`config.mk`:
```
export PLATFORM = sky130hd
export DESIGN_NAME = mgia_line_fetch
export DESIGN_NICKNAME = d
export VERILOG_FILES = /design/src/rtl/mgia_pkg.sv /design/src/rtl/mgia_wb_burst_rd.sv /design/src/rtl/mgia_line_fetch.sv
export SDC_FILE = /design/constraint.sdc
export NUM_CORES = 1
export LEC_CHECK = 0
export CELL_PAD_IN_SITES_DETAIL_PLACEMENT = 1
export CELL_PAD_IN_SITES_GLOBAL_PLACEMENT = 2
export CORE_MARGIN = 2
export CORE_UTILIZATION = 35
export CTS_BUF_LIST = sky130_fd_sc_hd__clkbuf_4
export CTS_CLUSTER_DIAMETER = 50
export DETAILED_ROUTE_END_ITERATION = 7
export GPL_TIMING_DRIVEN = 0
export PLACE_DENSITY = 0.84
export RECOVER_POWER = 25
export REMOVE_ABC_BUFFERS = 1
export SYNTH_ARGS = -nofsm -noshare
export SYNTH_HDL_FRONTEND = slang
export SYNTH_SLANG_ARGS = --single-unit
```
`constraint.sdc`:
```
create_clock -name CLK_I_25MHZ -period 4.5 [get_ports CLK_I_25MHZ]
set_input_delay 0.9 -clock CLK_I_25MHZ [delete_from_list [all_inputs] [get_ports CLK_I_25MHZ]]
set_output_delay 0.9 -clock CLK_I_25MHZ [all_outputs]
set_load 0.02 [all_outputs]
```
`src/rtl/mgia_pkg.sv`:
```
// Shared types and constants for the MGIA line-prefetch path.
package mgia_pkg;

    // Fetch engine state
    typedef enum logic {
        ST_IDLE  = 1'b0,
        ST_FETCH = 1'b1
    } fetch_state_e;

    localparam int LB_AW       = 7;   // line-buffer address: {bank, 6-bit word index}
    localparam int WORD_W      = 16;  // video RAM / line-buffer word width
    localparam int IDX_W       = 6;   // word index within a line
    localparam int CNT_W       = 7;   // word count, 1..64
    localparam int WPL_DEFAULT = 40;  // 640 px / 16 px per word

endpackage

```
`src/rtl/mgia_wb_burst_rd.sv`:
```
// Wishbone B3 classic sequential-read engine: one outstanding transfer,
// reads count words from base upward and streams each acked word out
// together with its index. A start while busy restarts the burst after
// one idle bus cycle, so a late acknowledge from the old transfer can
// never be taken for the new one.
module mgia_wb_burst_rd import mgia_pkg::*; #(
    parameter int AW = 23
) (
    input  logic                 CLK_I_25MHZ,
    input  logic                 RST_I_N,
    input  logic                 start,
    input  logic                 abort,
    input  logic [AW-1:0]        base,
    input  logic [CNT_W-1:0]     count,
    output logic [AW-1:0]        adr,
    output logic                 cyc,
    output logic                 stb,
    input  logic                 ack,
    input  logic [WORD_W-1:0]    dat,
    output logic                 busy,
    output logic                 last_ack,
    output logic                 dvld,
    output logic [IDX_W-1:0]     didx,
    output logic [WORD_W-1:0]    ddat
);

    fetch_state_e        state_q, state_d;
    logic [IDX_W-1:0]    idx_q, idx_d;
    logic [AW-1:0]       base_q, base_d;
    logic                pend_q, pend_d;
    logic                ack_eff;
    logic                is_last;
    logic                kill;
    logic [CNT_W-1:0]    last_full;

    assign last_full = count - CNT_W'(1);
    assign ack_eff   = ack && (state_q == ST_FETCH);
    assign is_last   = ({1'b0, idx_q} == last_full);
    assign last_ack  = ack_eff && is_last;
    // a restart only kills a burst that has not just taken its final word
    assign kill      = start && (state_q == ST_FETCH) && !last_ack;

    assign busy = (state_q == ST_FETCH);
    assign cyc  = busy;
    assign stb  = busy;
    assign adr  = base_q + AW'(idx_q);
    assign dvld = ack_eff;
    assign didx = idx_q;
    assign ddat = dat;

    // State register; reset drops the bus cycle immediately
    always_ff @(posedge CLK_I_25MHZ or negedge RST_I_N) begin
        if (!RST_I_N) begin
            state_q <= ST_IDLE;
            idx_q   <= '0;
            base_q  <= '0;
            pend_q  <= 1'b0;
        end else begin
            state_q <= state_d;
            idx_q   <= idx_d;
            base_q  <= base_d;
            pend_q  <= pend_d;
        end
    end

    // Next-state: start > abort > pending restart > acknowledge
    always_comb begin
        state_d = state_q;
        idx_d   = idx_q;
        base_d  = base_q;
        pend_d  = pend_q;
        if (start) begin
            base_d  = base;
            idx_d   = '0;
            state_d = kill ? ST_IDLE : ST_FETCH;
            pend_d  = kill;
        end else if (abort) begin
            state_d = ST_IDLE;
            pend_d  = 1'b0;
        end else if (pend_q) begin
            state_d = ST_FETCH;
            pend_d  = 1'b0;
        end else if (ack_eff) begin
            if (is_last)
                state_d = ST_IDLE;
            else
                idx_d = idx_q + IDX_W'(1);
        end
    end

endmodule

```
`src/rtl/mgia_line_fetch.sv`:
```
// MGIA line-prefetch scheduler: fetches the next display line from video
// RAM into the half of the ping-pong line buffer the shifter is not reading.
// Owns bank selection, line addressing and underrun detection; bus
// sequencing lives in mgia_wb_burst_rd.
// Optional: define MGIA_LINE_DOUBLE_EN to show each fetched line twice
// (only every second HSTART_I advances the line).
module mgia_line_fetch import mgia_pkg::*; #(
    parameter int WORDS_PER_LINE = WPL_DEFAULT,
    parameter int AW             = 23
) (
    input  logic                 CLK_I_25MHZ,
    input  logic                 RST_I_N,
    input  logic                 EN_I,
    input  logic [AW-1:0]        BASE_ADR_I,
    input  logic                 VSTART_I,
    input  logic                 HSTART_I,
    output logic [AW-1:0]        ADR_O,
    output logic                 CYC_O,
    output logic                 STB_O,
    input  logic                 ACK_I,
    input  logic [WORD_W-1:0]    DAT_I,
    output logic [LB_AW-1:0]     LB_ADR_O,
    output logic [WORD_W-1:0]    LB_DAT_O,
    output logic                 LB_WE_O,
    output logic                 DISP_BANK_O,
    output logic                 UNDERRUN_O
);

    localparam logic [AW-1:0]    WPL_ADR = AW'(WORDS_PER_LINE);
    localparam logic [CNT_W-1:0] WPL_CNT = CNT_W'(WORDS_PER_LINE);

    logic [AW-1:0]      line_q;
    logic [AW-1:0]      nxt_line;
    logic [AW-1:0]      fetch_base;
    logic               disp_bank_q;
    logic               fetch_bank_q;
    logic               hst_act;
    logic               evt;
    logic               eng_start;
    logic               eng_abort;
    logic               busy;
    logic               last_ack;
    logic               dvld;
    logic [IDX_W-1:0]   didx;
    logic [WORD_W-1:0]  ddat;
    logic               vld_p1;
    logic [LB_AW-1:0]   lb_adr_p1;
    logic [WORD_W-1:0]  lb_dat_p1;
    logic               underrun_p1;

`ifdef MGIA_LINE_DOUBLE_EN
    logic               par_q;

    // Line parity: only odd HSTARTs (counted from VSTART) advance the line
    always_ff @(posedge CLK_I_25MHZ or negedge RST_I_N) begin
        if (!RST_I_N)
            par_q <= 1'b0;
        else if (VSTART_I)
            par_q <= 1'b0;
        else if (HSTART_I)
            par_q <= ~par_q;
    end

    assign hst_act = HSTART_I && !VSTART_I && par_q;
`else
    assign hst_act = HSTART_I && !VSTART_I;
`endif

    assign evt        = VSTART_I || hst_act;
    assign nxt_line   = line_q + WPL_ADR;
    assign fetch_base = VSTART_I ? BASE_ADR_I : nxt_line;
    // with fetching disabled the event still moves the banks, so any
    // in-flight burst is stopped rather than left writing a displayed bank
    assign eng_start  = evt && EN_I;
    assign eng_abort  = evt && !EN_I;

    // Line address and banking; the write bank is latched at fetch start
    always_ff @(posedge CLK_I_25MHZ or negedge RST_I_N) begin
        if (!RST_I_N) begin
            line_q       <= '0;
            disp_bank_q  <= 1'b0;
            fetch_bank_q <= 1'b0;
        end else if (VSTART_I) begin
            line_q       <= BASE_ADR_I;
            disp_bank_q  <= 1'b1;
            fetch_bank_q <= 1'b0;
        end else if (hst_act) begin
            line_q       <= nxt_line;
            disp_bank_q  <= ~disp_bank_q;
            fetch_bank_q <= disp_bank_q;
        end
    end

    mgia_wb_burst_rd #(.AW(AW)) u_rd (
        .CLK_I_25MHZ (CLK_I_25MHZ),
        .RST_I_N     (RST_I_N),
        .start       (eng_start),
        .abort       (eng_abort),
        .base        (fetch_base),
        .count       (WPL_CNT),
        .adr         (ADR_O),
        .cyc         (CYC_O),
        .stb         (STB_O),
        .ack         (ACK_I),
        .dat         (DAT_I),
        .busy        (busy),
        .last_ack    (last_ack),
        .dvld        (dvld),
        .didx        (didx),
        .ddat        (ddat)
    );

    // Stage p1: line-buffer write one cycle after each accepted ACK
    always_ff @(posedge CLK_I_25MHZ or negedge RST_I_N) begin
        if (!RST_I_N) begin
            vld_p1    <= 1'b0;
            lb_adr_p1 <= '0;
            lb_dat_p1 <= '0;
        end else begin
            vld_p1    <= dvld;
            lb_adr_p1 <= {fetch_bank_q, didx};
            lb_dat_p1 <= ddat;
        end
    end

    // Underrun: a start event found the previous line still incomplete
    always_ff @(posedge CLK_I_25MHZ or negedge RST_I_N) begin
        if (!RST_I_N)
            underrun_p1 <= 1'b0;
        else
            underrun_p1 <= evt && busy && !last_ack;
    end

    assign LB_WE_O     = vld_p1;
    assign LB_ADR_O    = lb_adr_p1;
    assign LB_DAT_O    = lb_dat_p1;
    assign DISP_BANK_O = disp_bank_q;
    assign UNDERRUN_O  = underrun_p1;

endmodule

```
# Yosys cells after proc, flatten, opt, wreduce, memory -nomap -nowiden
# Index checks and enable logic that the tools add are counted.
word_totals:
  input_bits: 45
  register_bits: 81
  wordCells: 57
op_classes:
  reduce_logical: 19
  mux: 19
  bitwise: 1
  addsub: 3
  eq_ne: 4
ops:
  columns: ["op", "count"]
  rows:
  - ["23-bit 2-to-1 mux", 3]
  - ["6-bit 2-to-1 mux", 5]
  - ["23-bit by 6-bit adder with 23-bit output", 1]
  - ["23-bit by 6-bit adder with 23-bit output, second input constant", 1]
  - ["1-bit 2-to-1 mux", 11]
  - ["1-bit logical AND", 9]
  - ["4-bit nonzero test", 2]
  - ["6-bit by 1-bit adder with 6-bit output, second input constant", 1]
  - ["6-bit == test, second input constant", 1]
  - ["2-bit by 1-bit != test with 1-bit output, second input constant", 3]
  - ["4-bit AND reduction", 1]
  - ["2-bit nonzero test", 2]
  - ["1-bit zero test", 3]
  - ["2-bit AND reduction", 1]
  - ["1-bit logical OR", 1]
  - ["1-bit inverter", 1]

# Depth between registers and ports, before layout
# Gate-level depths: netlist (run 1).
logic_depth:
  word_depth: 8
  depth_mapped: 7
  mapped_depth_nobuf: 7

# Cells and area by module
# From an unflattened synthesis (run 1), not the netlist that was laid out.
unflattened:
  cells_unflattened: 448
  area_unflattened_um2: 4692.0
modules_own_cells:
  columns: ["module", "instances", "seq_area_each_um2", "area_each_um2", "cells_each"]
  rows:
  - ["mgia_line_fetch", 1, 1251.2, 2497.4, 230]
  - ["mgia_wb_burst_rd", 1, 775.7, 2194.6, 218]

# Worst setup path after synthesis (run 1)
# Ideal clock, no wire load.
synth_path:
  path_type: "flip-flop to output port"
  from: "reg u_rd.idx_q[1], in the netlist u_rd.didx[1]"
  to: "out ADR_O[7]"
  t_arrival_ns: 2.083
  path_stages_with_launch: 6
  slack_ns: 1.517
  cell_sequence: "dfrtp_1 > ha_1 > a211oi_1 > nor2_1 > o21a_1 > o311ai_0"
synth_between:
  elab_chain_len: 1
synth_rtl:
  columns: ["element", "line", "rtl"]
  rows:
  - ["start: declaration", "mgia_wb_burst_rd.sv:28", "logic [IDX_W-1:0] idx_q, idx_d;"]
  - ["start signal: assignment", "mgia_wb_burst_rd.sv:60", "idx_q <= idx_d;"]
  - ["23-bit by 6-bit adder with 23-bit output", "mgia_wb_burst_rd.sv:46", "assign adr = base_q + AW'(idx_q);"]
  - ["end: declaration", "mgia_line_fetch.sv:17", "output logic [AW-1:0] ADR_O,"]
# Every way passes these cells.

# Worst setup path in the final report (run 1)
layout_path:
  from: "reg u_rd.idx_q[0], in the netlist u_rd.didx[0]"
  to: "out ADR_O[18]"
# The elaborated chain is that of the path after synthesis.

==> flow_metrics.env, run 1 <==
export IMPL_place_area_sq_um=5290
export IMPL_fin_nets=555
export IMPL_htreeDepth=3
export IMPL_ff2ff_setup_slack_ns=2.37
export IMPL_rsz0062_at_grt="no"
export IMPL_slew_headroom_pct=-48.0
export IMPL_pwr_share_clk_pct=25.9
export IMPL_holdPathStages=0
export IMPL_ys_ff_latch=81
export IMPL_max_clock_freq_ghz=0.236
export IMPL_antenna_found_initial=1
export IMPL_cts_sinks=81
export IMPL_path_clk_slew_ns=0.15
export IMPL_critPathRequiredTime_ns=3.60
export IMPL_syn_cell_area_sq_um=4290
export IMPL_seq_power_share_pct=49.3
export IMPL_path_buf_inv=1
export IMPL_holdBufCountCts=0
export IMPL_die_h_microns=115
export IMPL_ant_nets=0
export IMPL_violations="max-capacitance violations, max-slew violations"
export IMPL_rows=40
export IMPL_cts_tree="yes"
export IMPL_layout_cells_non_filler=654
export IMPL_grt_pass1_wl_microns=18600
export IMPL_wirelength_microns=11200
export IMPL_maxCapViolations=1
export IMPL_num_vias=3381
export IMPL_clk_path_buf_depth=2
export IMPL_areaGrowthSynthToFinish_pct=26.6
export IMPL_ys_warn_count=0
export IMPL_synthDistinctLibCells=55
export IMPL_fill_cells=1337
export IMPL_initial_core_util_pct=35.7
export IMPL_drt_first_pass_iters=4
export IMPL_finalWorstSetupSlack_ns=0.260
export IMPL_routedWlPerCell_microns=17.1
export IMPL_cell_internal_pwr_w=0.00120
export IMPL_grt_overflow_total=0
export IMPL_dieArea_sq_um=13200
export IMPL_fin_crit_ns=4.24
export IMPL_leakagePower_nw=2.17
export IMPL_grt_max_degree=43
export IMPL_cpPeakStageDelay_ns=0.62
export IMPL_ys_seq_area_share_pct=47.2
export IMPL_place_ws_ns=0.327
export IMPL_layout_commonest_cell="clkdlybuf4s50_1"
export IMPL_numPortBuffers=95
export IMPL_ir_worst_vdd_uv=130
export IMPL_clock_latency_ns=0.47
export IMPL_grt_pass1_vias=3581
export IMPL_critPathArrivalTime_ns=3.34
export IMPL_synth_top_area_cell="dfrtp_1"
export IMPL_critPathLaunchType="register"
export IMPL_synth_edf_count=0
export IMPL_drc=0
export IMPL_swShare_pct=33.6
export IMPL_hold_start="fetch_bank_q$_DFFE_PN0N_"
export IMPL_r2r_end="line_q[21]$_DFFE_PN0N_"
export IMPL_r2r_start="line_q[3]$_DFFE_PN0N_"
export IMPL_outcome="finished, violations left"
export IMPL_slew_viol_final=40
export IMPL_post_cts_buffers=0
export IMPL_setup_viol=0
export IMPL_critPathMaxFanout=5
export IMPL_gp_congestion=0.802
export IMPL_via_per_inst=5.17
export IMPL_drt_initial_drc_count=77
export IMPL_reg2reg_depth=6
export IMPL_ctsResizeCount=0
export IMPL_final_cell_mix="clkdlybuf4s50_1 (86), dfrtp_1 (81), nand2_1 (42)"
export IMPL_dpl_hpwl_microns=8090
export IMPL_dp_cells=637
export IMPL_worst_hold_slack_ns=0.380
export IMPL_power_density_nw_per_um2=332
export IMPL_netSwitchingPower_w=0.000605
export IMPL_numCtsBuffers=9
export IMPL_grt_use_total_pct=18.1
export IMPL_die_w_microns=115
export IMPL_root_buffer="clkbuf_4"
export IMPL_ys_flop_type="dfrtp_1"
export IMPL_synthArstFlopShare_pct=100
export IMPL_io_pins=96
export IMPL_synth_area_leaders="dfrtp_1 (47%), xnor2_1 (5.9%), xor2_1 (5.7%)"
export IMPL_synth_avg_cell_area_sq_um=10.3
export IMPL_tightestPinTransition_ns=2.22
export IMPL_worstPathCellList="ha_1, fa_1, a211oi_1, o21ai_1, nor2b_1, nand3_1, xnor2_1, clkdlybuf4s50_1"
export IMPL_cp_top_family="adder cells"
export IMPL_synth_top_area_share_pct=47.2
export IMPL_synth_cells=416
export IMPL_hold_class="reg -> reg"
export IMPL_crit_type="reg -> out"
export IMPL_slowest_stage="clkdlybuf4s50_1"
export IMPL_drive_gt1_share_pct=7.91
export IMPL_hold_violations=0
export IMPL_end_kind="output port"
export IMPL_fin_worst_skew_ns=0.0128
export IMPL_hold_end="LB_ADR_O[6]$_DFF_PN0_"
export IMPL_combPwrFrac_pct=24.8
export IMPL_fp_coreArea_sq_um=12000
export IMPL_period_share_pct=94.2
export IMPL_final_area_sq_um=5430
## worst reg2reg max path: cells and delay by family (launching register included)
family,cells,cell delay (ns)
multiplexers,1,0.26
adder cells (fa/ha/maj),1,0.25
XOR/XNOR,1,0.19
AND/OR/NAND/NOR,3,0.88
flip-flops,1,0.46
## synthesized netlist by cell type (all sizes together), types with 2 or more instances
| cell | n |
|---|---|
| a211oi | 5 |
| a21boi | 4 |
| a21o | 3 |
| a21oi | 16 |
| a221oi | 3 |
| and2 | 5 |
| and3 | 4 |
| and4 | 3 |
| buf | 4 |
| clkbuf | 18 |
| dfrtp | 81 |
| ha | 8 |
| inv | 3 |
| mux2 | 10 |
| mux2i | 3 |
| nand2 | 42 |
| nand2b | 3 |
| nand3 | 15 |
| nand4 | 18 |
| nor2 | 35 |
| nor2b | 5 |
| nor3 | 7 |
| nor3b | 3 |
| nor4 | 4 |
| o211ai | 3 |
| o21a | 4 |
| o21ai | 28 |
| o311ai | 2 |
| o31ai | 2 |
| or3 | 7 |
| xnor2 | 29 |
| xor2 | 28 |
## cell families (layout without fill, tap and decap cells)
group | Yosys count | after routing | share of synthesized area (%)
AND/OR/NAND/NOR | 155 | 155 | 19.4
flip-flops | 81 | 81 | 47.2
AO/OA/AOI/OAI | 76 | 76 | 11.6
XOR/XNOR | 57 | 57 | 11.6
buffers and inverters | 25 | 115 | 3.99
multiplexers | 13 | 13 | 3.32
adder cells (fa/ha/maj) | 9 | 9 | 2.80
other | 0 | 1 | 0
## routing by layer
layer / track usage, % / routed length, microns
met1: 24.3 / 5250
met2: 29.9 / 5460
met5: 0 / 0
met4: 6.18 / 165
met3: 3.11 / 322
## power by group through the flow
stage | combinational (W) | sequential, W | clock [W]
global placement | 0.000442 | 0.000898 | 0
floorplan | 0.000230 | 0.000895 | 0
CTS | 0.000456 | 0.000888 | 0.000482
global route | 0.000491 | 0.000902 | 0.000509
detailed placement | 0.000453 | 0.000902 | 0
finish | 0.000447 | 0.000888 | 0.000468
## worst max-delay path by stage
stage                              from                          end  slack, ns  cells past startpoint
6_report       u_rd.didx[0]$_DFFE_PN0P_                    ADR_O[18]       0.26                      8
2_1_floorplan  u_rd.didx[1]$_DFFE_PN0P_                     ADR_O[7]       1.52                      5
3_5_place_dp                   VSTART_I  u_rd.base_q[12]$_DFFE_PN0P_       0.33                      4
3_3_place_gp                    RST_I_N  u_rd.base_q[22]$_DFFE_PN0P_      -0.42                      1
4_1_cts        u_rd.didx[0]$_DFFE_PN0P_                    ADR_O[18]       0.07                      8
5_1_grt        u_rd.didx[0]$_DFFE_PN0P_                    ADR_O[18]       0.03                      8
## registers in the layout (all words and copies together) (netlist names)
signal and cells:
UNDERRUN_O 1, fetch_bank_q 1, LB_WE_O 1, LB_DAT_O 16, u_rd.pend_q 1, u_rd.busy 1, u_rd.didx 6, line_q 23
DISP_BANK_O 1, u_rd.base_q 23, LB_ADR_O 7
## stage by stage
step	TNS, ns	total power (W)	util [%]
2_1_floorplan	0	0.00113	-
3_3_place_gp	-33.80	0.00134	43.8
3_5_place_dp	0	0.00136	44.1
4_1_cts	0	0.00183	45.3
5_1_grt	0	0.00190	45.2
6_report	0	0.00180	45.2
## final cells by class
type / count / area [sq um] / share of cell area [%]
Multi-Input combinational cell: 310 / 2090 / 38.5
Sequential cell: 81 / 2030 / 37.3
Timing Repair Buffer: 96 / 967 / 17.8
Tap cell: 147 / 184 / 3.38
Clock buffer: 10 / 75.1 / 1.38
Clock inverter: 6 / 73.8 / 1.36
Inverter: 3 / 11.3 / 0.207
Antenna cell: 1 / 2.50 / 0.0461
Note: power is estimated with default switching activity, not from simulation.
==> run 2, diff against run 1 <==
--- a/config.mk
+++ b/config.mk
@@ -7,6 +7,7 @@
 export LEC_CHECK = 0
 export CELL_PAD_IN_SITES_DETAIL_PLACEMENT = 1
 export CELL_PAD_IN_SITES_GLOBAL_PLACEMENT = 2
+export CORE_ASPECT_RATIO = 1.5
 export CORE_MARGIN = 2
 export CORE_UTILIZATION = 35
 export CTS_BUF_LIST = sky130_fd_sc_hd__clkbuf_4
==> flow_metrics.env, run 2 (synthesis results as in run 1) <==
export IMPL_holdBufCountCts=0
export IMPL_final_area_sq_um=5410
export IMPL_antenna_found_initial=1
export IMPL_ctsResizeCount=0
export IMPL_place_area_sq_um=5300
export IMPL_outcome="finished, violations left"
export IMPL_die_h_microns=140
export IMPL_crit_type="reg -> out"
export IMPL_drt_initial_drc_count=106
export IMPL_grt_use_total_pct=18.2
export IMPL_dpl_hpwl_microns=8290
export IMPL_power_density_nw_per_um2=323
export IMPL_reg2reg_depth=6
export IMPL_cts_sinks=81
export IMPL_cell_internal_pwr_w=0.00114
export IMPL_fin_crit_ns=4.27
export IMPL_cts_tree="yes"
export IMPL_critPathRequiredTime_ns=3.60
export IMPL_critPathLaunchType="register"
export IMPL_initial_core_util_pct=35.9
export IMPL_setup_viol=0
export IMPL_layout_commonest_cell="dfrtp_1"
export IMPL_final_cell_mix="dfrtp_1 (81), clkdlybuf4s50_1 (77), nand2_1 (42)"
export IMPL_netSwitchingPower_w=0.000606
export IMPL_hold_violations=0
export IMPL_holdPathStages=0
export IMPL_routedWlPerCell_microns=17.0
export IMPL_seq_power_share_pct=51.0
export IMPL_fin_nets=555
export IMPL_drc=0
export IMPL_pwr_share_clk_pct=23.4
export IMPL_grt_max_degree=56
export IMPL_grt_pass1_wl_microns=18400
export IMPL_ir_worst_vdd_uv=157
export IMPL_fp_coreArea_sq_um=12000
export IMPL_drive_gt1_share_pct=7.71
export IMPL_rsz0062_at_grt="no"
export IMPL_gp_congestion=0.798
export IMPL_dieArea_sq_um=13200
export IMPL_end_kind="output port"
export IMPL_ant_nets=0
export IMPL_htreeDepth=3
export IMPL_slew_viol_final=56
export IMPL_via_per_inst=5.08
export IMPL_worst_hold_slack_ns=0.409
export IMPL_root_buffer="clkbuf_4"
export IMPL_io_pins=96
export IMPL_areaGrowthSynthToFinish_pct=25.9
export IMPL_numCtsBuffers=9
export IMPL_hold_class="reg -> reg"
export IMPL_tightestPinTransition_ns=2.46
export IMPL_fin_worst_skew_ns=0.0291
export IMPL_critPathArrivalTime_ns=3.37
export IMPL_wirelength_microns=11200
export IMPL_post_cts_buffers=0
export IMPL_path_clk_slew_ns=0.16
export IMPL_num_vias=3355
export IMPL_rows=49
export IMPL_max_clock_freq_ghz=0.234
export IMPL_die_w_microns=94.4
export IMPL_fin_util_pct=45.2
export IMPL_leakagePower_nw=2.16
export IMPL_grt_pass1_vias=3564
export IMPL_drt_first_pass_iters=5
export IMPL_tns_ns=0
export IMPL_maxCapViolations=1
export IMPL_swShare_pct=34.7
export IMPL_combPwrFrac_pct=25.5
export IMPL_period_share_pct=94.8
export IMPL_slew_headroom_pct=-64.3
export IMPL_clock_latency_ns=0.47
export IMPL_numPortBuffers=95
export IMPL_clk_path_buf_depth=2
export IMPL_critPathMaxFanout=5
export IMPL_grt_overflow_total=0
export IMPL_violations="max-capacitance violations, max-slew violations"
==> run 2: cell count changes in the layout (fill, tap and decap cells not counted), moves of 2 or more <==
cell / delta
inv_6: -2
clkinvlp_4: +2
clkdlybuf4s50_1: -9
dlygate4sd3_1: +9
==> run 2: worst max-delay path: stages, from the launching register on <==
cell and delay, ns:
dfrtp_1 0.46, ha_1 0.27, fa_1 0.43, a211oi_1 0.29, o21ai_0 0.32, nor2b_1 0.27
nand4_1 0.13, xnor2_1 0.12, clkdlybuf4s50_1 0.62
==> run 2: metal layers <==
layer / vias to the layer above / track usage [%] / share of wire [%]
li1: 1631 / - / -
met1: 1649 / 21.6 / 42
met2: 62 / 32.3 / 53
met3: 13 / 3.25 / 3.1
met4: 0 / 6.56 / 1.8
met5: - / 0 / 0
==> run 2: path summary, 6_finish.rpt <==
kind / from / end / slack (ns)
setup / recovery: u_rd.didx[0]$_DFFE_PN0P_ / ADR_O[16] / 0.23
hold / removal: fetch_bank_q$_DFFE_PN0N_ / LB_ADR_O[6]$_DFF_PN0_ / 0.41
setup reg to reg: line_q[3]$_DFFE_PN0N_ / line_q[21]$_DFFE_PN0N_ / 2.41
hold reg to reg: fetch_bank_q$_DFFE_PN0N_ / LB_ADR_O[6]$_DFF_PN0_ / 0.41
max in group asynchronous: RST_I_N / line_q[21]$_DFFE_PN0N_ / 0.77
min in group asynchronous: RST_I_N / LB_DAT_O[8]$_DFF_PN0_ / 0.69
==> run 2: power by group through the flow <==
stage | Combinational, W | Sequential (W) | Clock (W)
finish | 0.000445 | 0.000890 | 0.000409
detailed placement | 0.000458 | 0.000903 | 0
floorplan | 0.000230 | 0.000895 | 0
global placement | 0.000444 | 0.000897 | 0
CTS | 0.000460 | 0.000889 | 0.000425
global route | 0.000489 | 0.000902 | 0.000460
==> run 2: stage by stage <==
step	power (W)	instances	setup WS, ns
floorplan	0.00113	394	1.52
global placement	0.00134	642	-0.390
detailed placement	0.00136	643	0.280
CTS	0.00177	659	0.160
global route	0.00185	660	0.0325
finish	0.00174	660	0.234
==> run 2: cell type report <==
type / instances / area (sq um)
clock inverters: 6 / 52.6
flip-flops and latches: 81 / 2030
multi-input cells: 310 / 2090
clock buffers: 10 / 75.1
well taps: 153 / 191
repair buffers: 96 / 952
diodes: 1 / 2.50
inverters: 3 / 11.3
fillers: 1359 / 6550
==> run 3, diff against run 2 <==
--- a/config.mk
+++ b/config.mk
@@ -8,7 +8,7 @@
 export CELL_PAD_IN_SITES_DETAIL_PLACEMENT = 1
 export CELL_PAD_IN_SITES_GLOBAL_PLACEMENT = 2
 export CORE_ASPECT_RATIO = 1.5
-export CORE_MARGIN = 2
+export CORE_MARGIN = 1.5
 export CORE_UTILIZATION = 35
 export CTS_BUF_LIST = sky130_fd_sc_hd__clkbuf_4
 export CTS_CLUSTER_DIAMETER = 50
==> flow_metrics.env, run 3 (synthesis results as in run 1) <==
export IMPL_outcome="finished, violations left"
export IMPL_violations="max-capacitance violations, max-slew violations"
export IMPL_routedWlPerCell_microns=16.8
export IMPL_seq_area_sq_um=2030
export IMPL_ff2ff_setup_slack_ns=2.43
export IMPL_cp_top_family="adder cells"
export IMPL_num_vias=3339
export IMPL_post_cts_buffers=0
export IMPL_worstPathCellList="ha_1, fa_1, a211oi_1, o21ai_1, nor2b_1, nand4_1, xnor2_1, clkdlybuf4s50_1"
export IMPL_cts_sinks=81
export IMPL_clock_latency_ns=0.48
export IMPL_path_buf_inv=1
export IMPL_power_density_nw_per_um2=323
export IMPL_rsz0062_at_grt="no"
export IMPL_ir_worst_vdd_uv=121
export IMPL_antenna_found_initial=1
export IMPL_cpPeakStageDelay_ns=0.62
export IMPL_critPathMaxFanout=5
export IMPL_critPathRequiredTime_ns=3.60
export IMPL_leakagePower_nw=2.16
export IMPL_ant_nets=0
export IMPL_critPathLaunchType="register"
export IMPL_clk_path_buf_depth=2
export IMPL_final_area_sq_um=5420
export IMPL_numCtsBuffers=9
export IMPL_io_pins=96
export IMPL_slew_headroom_pct=-48.7
export IMPL_fin_worst_skew_ns=0.0197
export IMPL_slew_viol_final=41
export IMPL_period_share_pct=93.9
export IMPL_end_kind="output port"
export IMPL_fin_crit_ns=4.22
export IMPL_grt_pass1_wl_microns=18200
export IMPL_dpl_hpwl_microns=8220
export IMPL_worst_hold_slack_ns=0.399
export IMPL_via_per_inst=5.06
export IMPL_grt_use_total_pct=18.1
export IMPL_htreeDepth=3
export IMPL_areaGrowthSynthToFinish_pct=26.2
export IMPL_setup_viol=0
export IMPL_root_buffer="clkbuf_4"
export IMPL_multiInputGateArea_sq_um=2090
export IMPL_final_cell_mix="clkdlybuf4s50_1 (88), dfrtp_1 (81), nand2_1 (42)"
export IMPL_die_w_microns=93.4
export IMPL_fin_total_pwr_w=0.00175
export IMPL_fin_util_pct=45.3
export IMPL_place_area_sq_um=5290
export IMPL_cts_tree="yes"
export IMPL_gp_congestion=0.761
export IMPL_initial_core_util_pct=35.9
export IMPL_drive_gt1_share_pct=7.51
export IMPL_drt_first_pass_iters=4
export IMPL_hold_violations=0
export IMPL_place_ws_ns=0.329
export IMPL_drt_initial_drc_count=86
export IMPL_crit_type="reg -> out"
export IMPL_grt_max_degree=42
export IMPL_hold_class="reg -> reg"
export IMPL_fin_nets=555
export IMPL_dieArea_sq_um=12900
export IMPL_slowest_stage="clkdlybuf4s50_1"
export IMPL_tightestPinTransition_ns=2.23
export IMPL_grt_overflow_total=0
export IMPL_wirelength_microns=11100
export IMPL_finalWorstSetupSlack_ns=0.276
export IMPL_fill_cells=1363
export IMPL_drc=0
export IMPL_max_clock_freq_ghz=0.237
export IMPL_path_clk_slew_ns=0.16
export IMPL_grt_pass1_vias=3518
export IMPL_fp_coreArea_sq_um=12000
export IMPL_numPortBuffers=95
export IMPL_rows=49
export IMPL_layout_commonest_cell="clkdlybuf4s50_1"
export IMPL_die_h_microns=139
export IMPL_maxCapViolations=1
export IMPL_critPathArrivalTime_ns=3.32
run 3: per-stage QoR:
stage | instances | setup TNS [ns]
floorplan | 394 | 0
global placement | 642 | -32.53
detailed placement | 643 | 0
CTS | 659 | 0
global route | 660 | 0
finish | 660 | 0
run 3: timing repair:
| action | 4_1_cts | 5_1_grt |
|---|---|---|
| resized for setup | 0 | 1 |
| hold endpoints to repair | 0 | 0 |
| hold buffers | 0 | 0 |
| setup endpoints to repair | 0 | 2 |
run 3: area by class of cell:
class / instances / share of cell area, %
diodes: 1 / 0.0462
clock buffers: 9 / 1.25
repair buffers: 96 / 17.8
multi-input cells: 310 / 38.6
clock inverters: 7 / 1.09
flip-flops and latches: 81 / 37.4
inverters: 3 / 0.208
well taps: 153 / 3.53
run 3: where the power goes:
| group | leakage (nW) | internal [W] | switching, W |
|---|---|---|---|
| registers | 0.974 | 0.000797 | 0.0000904 |
| clock network | 0.0713 | 0.000124 | 0.000292 |
| logic | 1.11 | 0.000218 | 0.000230 |
run 3: routing by layer:
layer  track usage [%]  wire length (microns)  vias to the layer above  share of wire (%)
met4              6.54                    181                        0                1.6
met5                 0                      0                        -                  0
met1              21.6                   4610                     1649                 42
li1                  -                      -                     1627                  -
met2              32.3                   5980                       51                 54
met3              2.52                    282                       12                2.5
run 3: path summary, 6_finish.rpt:
path / startpoint / end / cells after the start
setup / recovery: u_rd.didx[0]$_DFFE_PN0P_ / ADR_O[16] / 8
hold / removal: fetch_bank_q$_DFFE_PN0N_ / LB_ADR_O[6]$_DFF_PN0_ / 0
setup reg to reg: line_q[3]$_DFFE_PN0N_ / line_q[21]$_DFFE_PN0N_ / 6
hold reg to reg: fetch_bank_q$_DFFE_PN0N_ / LB_ADR_O[6]$_DFF_PN0_ / 0
max in group asynchronous: RST_I_N / u_rd.base_q[1]$_DFFE_PN0P_ / 1
min in group asynchronous: RST_I_N / LB_DAT_O[5]$_DFF_PN0_ / 1
==> patch 1 (flow settings as in run 1) <==
Add a define of `MGIA_LINE_DOUBLE_EN`.
--- a/src/rtl/mgia_line_fetch.sv
+++ b/src/rtl/mgia_line_fetch.sv
@@ -5,4 +5,6 @@
 // Optional: define MGIA_LINE_DOUBLE_EN to show each fetched line twice
 // (only every second HSTART_I advances the line).
+`define MGIA_LINE_DOUBLE_EN
+
 module mgia_line_fetch import mgia_pkg::*; #(
     parameter int WORDS_PER_LINE = WPL_DEFAULT,
Formal check against the unedited RTL: not equivalent (Yosys sat finds a counterexample within 4 cycles, from zero or initial values and one cycle with RST_I_N low).
==> patch 1 against run 1 <==
  * Power rose by 0.45%
  * Clock skew is 0.0041 ns higher
  * Worst hold slack gained 0.024 ns
  * Core utilization rose by 1.4 points
  * The flow still finishes with violations (max-capacitance violations, max-slew violations)
  * Clock power decreased by 13%
  * Sequential cell count rose by 1
  * Largest cell class is now registers
  * Global-route usage rose by 0.19 points
  * Design area shrank 2.0%
  * Via count down 1.6%
  * Worst setup slack better by 0.14 ns
  * Synthesized area shrank 4.5%
  * Routed wire length decreased by 1.7%
  * Combinational power increased by 11%
  * Sequential power grew 2%
==> patch 1: results <==
[global_route]
grt_pass1_vias = 3600
grt_max_degree = 70
grt_pass1_wl_um = 18300
grt_use_total = 0.183

[power_and_ir_drop]
p_switching_uw = 630
irDropWorstVdd_mv = 0.158
power.leakage_uw = 0.00218

[detailed_routing]
drt_iter0_markers = 130
num_vias = 3328
wl_per_cell_um = 17.0
vias_per_cell = 5.15

[setup_path]
r2r_cells = 4
endpoint = ADR_O[15]
startpoint = u_rd.didx[2]
r2r_end = u_rd.base_q[11]
r2r_setup_slack_ns = 2.01
cpPeakStageDelay_ns = 0.64
path_delay_family = compound AO/OA/AOI/OAI gates
crit_arrival_ns = 3.20
r2r-start = par_q
crit_fanout = 7

[yosys]
yosys-top-cells-count = 82 x dfrtp_1, 45 x nand2_1, 35 x nor2_1, 31 x xnor2_1, 28 x o21ai_0
ys_ff_latch = 82
synth.avg_cell_area_um2 = 10.1
ys_types = 47
synthTopCellsByArea = dfrtp_1 50%, xnor2_1 6.6%, xor2_1 5.6%, mux2_2 4.4%, nand2_1 4.1%
ys_seq_area_frac = 0.500

[finish]
fillers = 1322
nets = 551
drive_above_1_share = 0.0837
register_area_um2 = 2050

[place]
placed_area_um2 = 5220
dp.final_hpwl_um = 8050
gp_congestion = 0.754
place_inst = 629

[clock_network]
cts_buffer_depth = 2

[timing]
slew_headroom = -0.173
maxSlewViolCount = 70
finalSetupViolCount = 0
fin_skew_ns = 0.0169

[run]
cap_viol_max_count = 1

[status]
violations = max-capacitance violations, max-slew violations
status = complete, but fails checks

[min_path]
min_path_type = flip-flop to flip-flop
[patch 1: changes by cell type after synthesis, sizes merged, moves of 5 or more]
| cell | delta |
|---|---|
| mux2 | +6 |
| clkbuf | -8 |
| nand4 | -10 |
| a21oi | +5 |
[patch 1: cells by family (layout without fill, tap and decap cells)]
| kind of cell | Yosys count | in the layout | synth area share |
|---|---|---|---|
| AO/OA/AOI/OAI | 75 | 75 | 0.108 |
| XOR/XNOR | 57 | 57 | 0.122 |
| adder cells (fa/ha/maj) | 9 | 9 | 0.0293 |
| buffers and inverters | 21 | 117 | 0.0214 |
| other | 0 | 1 | 0 |
| AND/OR/NAND/NOR | 144 | 144 | 0.171 |
| multiplexers | 18 | 18 | 0.0488 |
| flip-flops | 82 | 82 | 0.500 |
[patch 1: layout make-up]
| type | count | share of cell area |
|---|---|---|
| Clock inverter | 7 | 0.0103 |
| Clock buffer | 9 | 0.0127 |
| Antenna cell | 1 | 0.000470 |
| Inverter | 4 | 0.00282 |
| Tap cell | 143 | 0.0336 |
| Multi-Input combinational cell | 303 | 0.371 |
| Sequential cell | 82 | 0.385 |
| Timing Repair Buffer | 97 | 0.184 |
[patch 1: what timing repair did]
item                                   in CTS  in global routing
setup endpoints to repair                   0                  8
endpoints found under the hold margin       0                  0
gates resized for setup                     0                  2
buffers inserted                            0                  0
[patch 1: worst min-delay path by stage]
stage	start	endpoint	slack, ns	depth (start not counted)
6_report	fetch_bank_q	LB_ADR_O[6]	0.40	0
5_1_grt	fetch_bank_q	LB_ADR_O[6]	0.43	0
4_1_cts	RST_I_N	LB_DAT_O[14]	0.24	1
3_5_place_dp	fetch_bank_q	LB_ADR_O[6]	0.37	0
3_3_place_gp	fetch_bank_q	LB_ADR_O[6]	0.37	0
2_1_floorplan	fetch_bank_q	LB_ADR_O[6]	0.35	0
[patch 1: metrics by stage]
step / setup WS [ns] / hold WS, ns
2_1_floorplan: 1.54 / 0.354
4_1_cts: 0.0918 / 0.238
6_report: 0.405 / 0.403
5_1_grt: 0.137 / 0.427
3_3_place_gp: -0.868 / 0.366
3_5_place_dp: 0.497 / 0.366
[patch 1: power by group through the flow]
stage                     Clock [uW]  Combinational [uW]  Sequential [uW]
final                            407                 497              907
after global routing             455                 545              921
after CTS                        423                 509              907
after detailed placement           0                 507              920
after global placement             0                 488              916
after floorplan                    0                 255              915
[patch 1: layer usage]
layer  track usage  vias up  part of all wire
met1         0.241     1665              0.47
met4        0.0813        0             0.022
li1              -     1591                 -
met3        0.0302       16             0.030
met5             0        -                 0
met2         0.298       56              0.48
==> patch 2 (settings of run 1) <==
Without the edit above. Put one more register stage on the output `UNDERRUN_O`, without a reset. The value now appears one clock later. The other outputs are not delayed to match.
--- a/src/rtl/mgia_line_fetch.sv
+++ b/src/rtl/mgia_line_fetch.sv
@@ -136,5 +136,7 @@
     assign LB_DAT_O    = lb_dat_p1;
     assign DISP_BANK_O = disp_bank_q;
-    assign UNDERRUN_O  = underrun_p1;
+    always_ff @(posedge CLK_I_25MHZ) begin
+        UNDERRUN_O <= underrun_p1;
+    end
 
 endmodule
Behaviour: not the same (a bounded check fails within 4 cycles, from zero or initial values and one cycle with RST_I_N low).
==> patch 2 against run 1 <==
  * The run still ends with max-capacitance violations, max-slew violations left
  * Synthesized area rose by 0.47%
  * Worst setup slack lost 0.026 ns
  * Sequential power rose by 1%
  * Sequential cell count up 1
  * Design area about the same
  * Count of clock-buffer cells in the layout unchanged
  * Cell count unchanged
  * Power about the same
  * Fmax is 0.60% lower
  * Routed wire length increased by 0.82%
  * Via count about the same
==> patch 2: results <==
[finish]
multi_input_comb_area_um2 = 2090
clk_share = 0.0272
drive_above_1_share = 0.0769
antenna_cells = 0
buf_share = 0.175
register_area_um2 = 2050
nClkBuffers = 10
fillers = 1350
nets = 556
finalInstanceArea_um2 = 5440
flops_and_latches = 82

[power_and_ir_drop]
power.share.switching = 0.334
irDropWorstVdd_mv = 0.147
power.leakage_uw = 0.00218

[min_path]
min_path_type = flip-flop to flip-flop

[global_route]
antenna_found_initial = 0
grt_use_total = 0.181
grt_max_degree = 55
grt_pass1_vias = 3609
grt_pass1_wl_um = 18500

[yosys]
async_flop_share = 0.988
yosys-top-cells-count = 81 x dfrtp_1, 42 x nand2_1, 34 x nor2_1, 29 x xnor2_1, 28 x xor2_1
synth_mux_area_frac = 0.0331
synthTopCellsByArea = dfrtp_1 47%, xnor2_1 5.9%, xor2_1 5.7%, nand2_1 3.7%, o21ai_0 3.1%
synthAdderAreaFrac = 0.0279
synth_xor_xnor_area_share = 0.116
ys_types = 56
synth_compound_area_frac = 0.115
ys_seq_area_frac = 0.475
synthCells = 417
yosys_warnings = 0

[place]
dp.final_hpwl_um = 8220
placed_area_um2 = 5310
gp_congestion = 0.811
place_ws_ns = 0.406
place_inst = 638

[status]
status = complete, but fails checks
violations = max-capacitance violations, max-slew violations

[detailed_routing]
drt_iter0_markers = 101
dr.pass1.iters = 4
wl_um = 11300
num_vias = 3378

[setup_path]
path_delay_family = adder cells
cp_slowest_cell = clkdlybuf4s50_1
crit_arrival_ns = 3.37

[timing]
timing.hold.ws_ns = 0.370
slew_headroom = -0.595
fin_skew_ns = 0.0170
maxSlewViolCount = 55

[clock_network]
clock_latency_ns = 0.46

[run]
cap_viol_max_count = 1
[patch 2: changes by cell type after synthesis, sizes merged]
cell,change
dfxtp,+1
[patch 2: power by group through the flow]
stage	sequential, uW	clock [uW]	combinational, uW
2_1_floorplan	906	0	230
3_3_place_gp	908	0	441
3_5_place_dp	913	0	453
4_1_cts	899	473	457
5_1_grt	913	514	484
6_report	900	460	444
[patch 2: path summary, 6_finish.rpt]
path	end	cells past startpoint	startpoint	slack, ns
max	ADR_O[18]	8	u_rd.didx[0]	0.23
min	UNDERRUN_O	0	underrun_p1	0.37
max reg2reg	line_q[21]	6	line_q[3]	2.37
min reg2reg	UNDERRUN_O	0	underrun_p1	0.37
max in group asynchronous	u_rd.base_q[19]	2	RST_I_N	0.67
min in group asynchronous	LB_DAT_O[2]	1	RST_I_N	0.77
[patch 2: per-layer routing]
layer | global-route usage | routed length [um]
met3 | 0.0264 | 229
met1 | 0.240 | 5330
met4 | 0.0667 | 182
met2 | 0.301 | 5550
met5 | 0 | 0
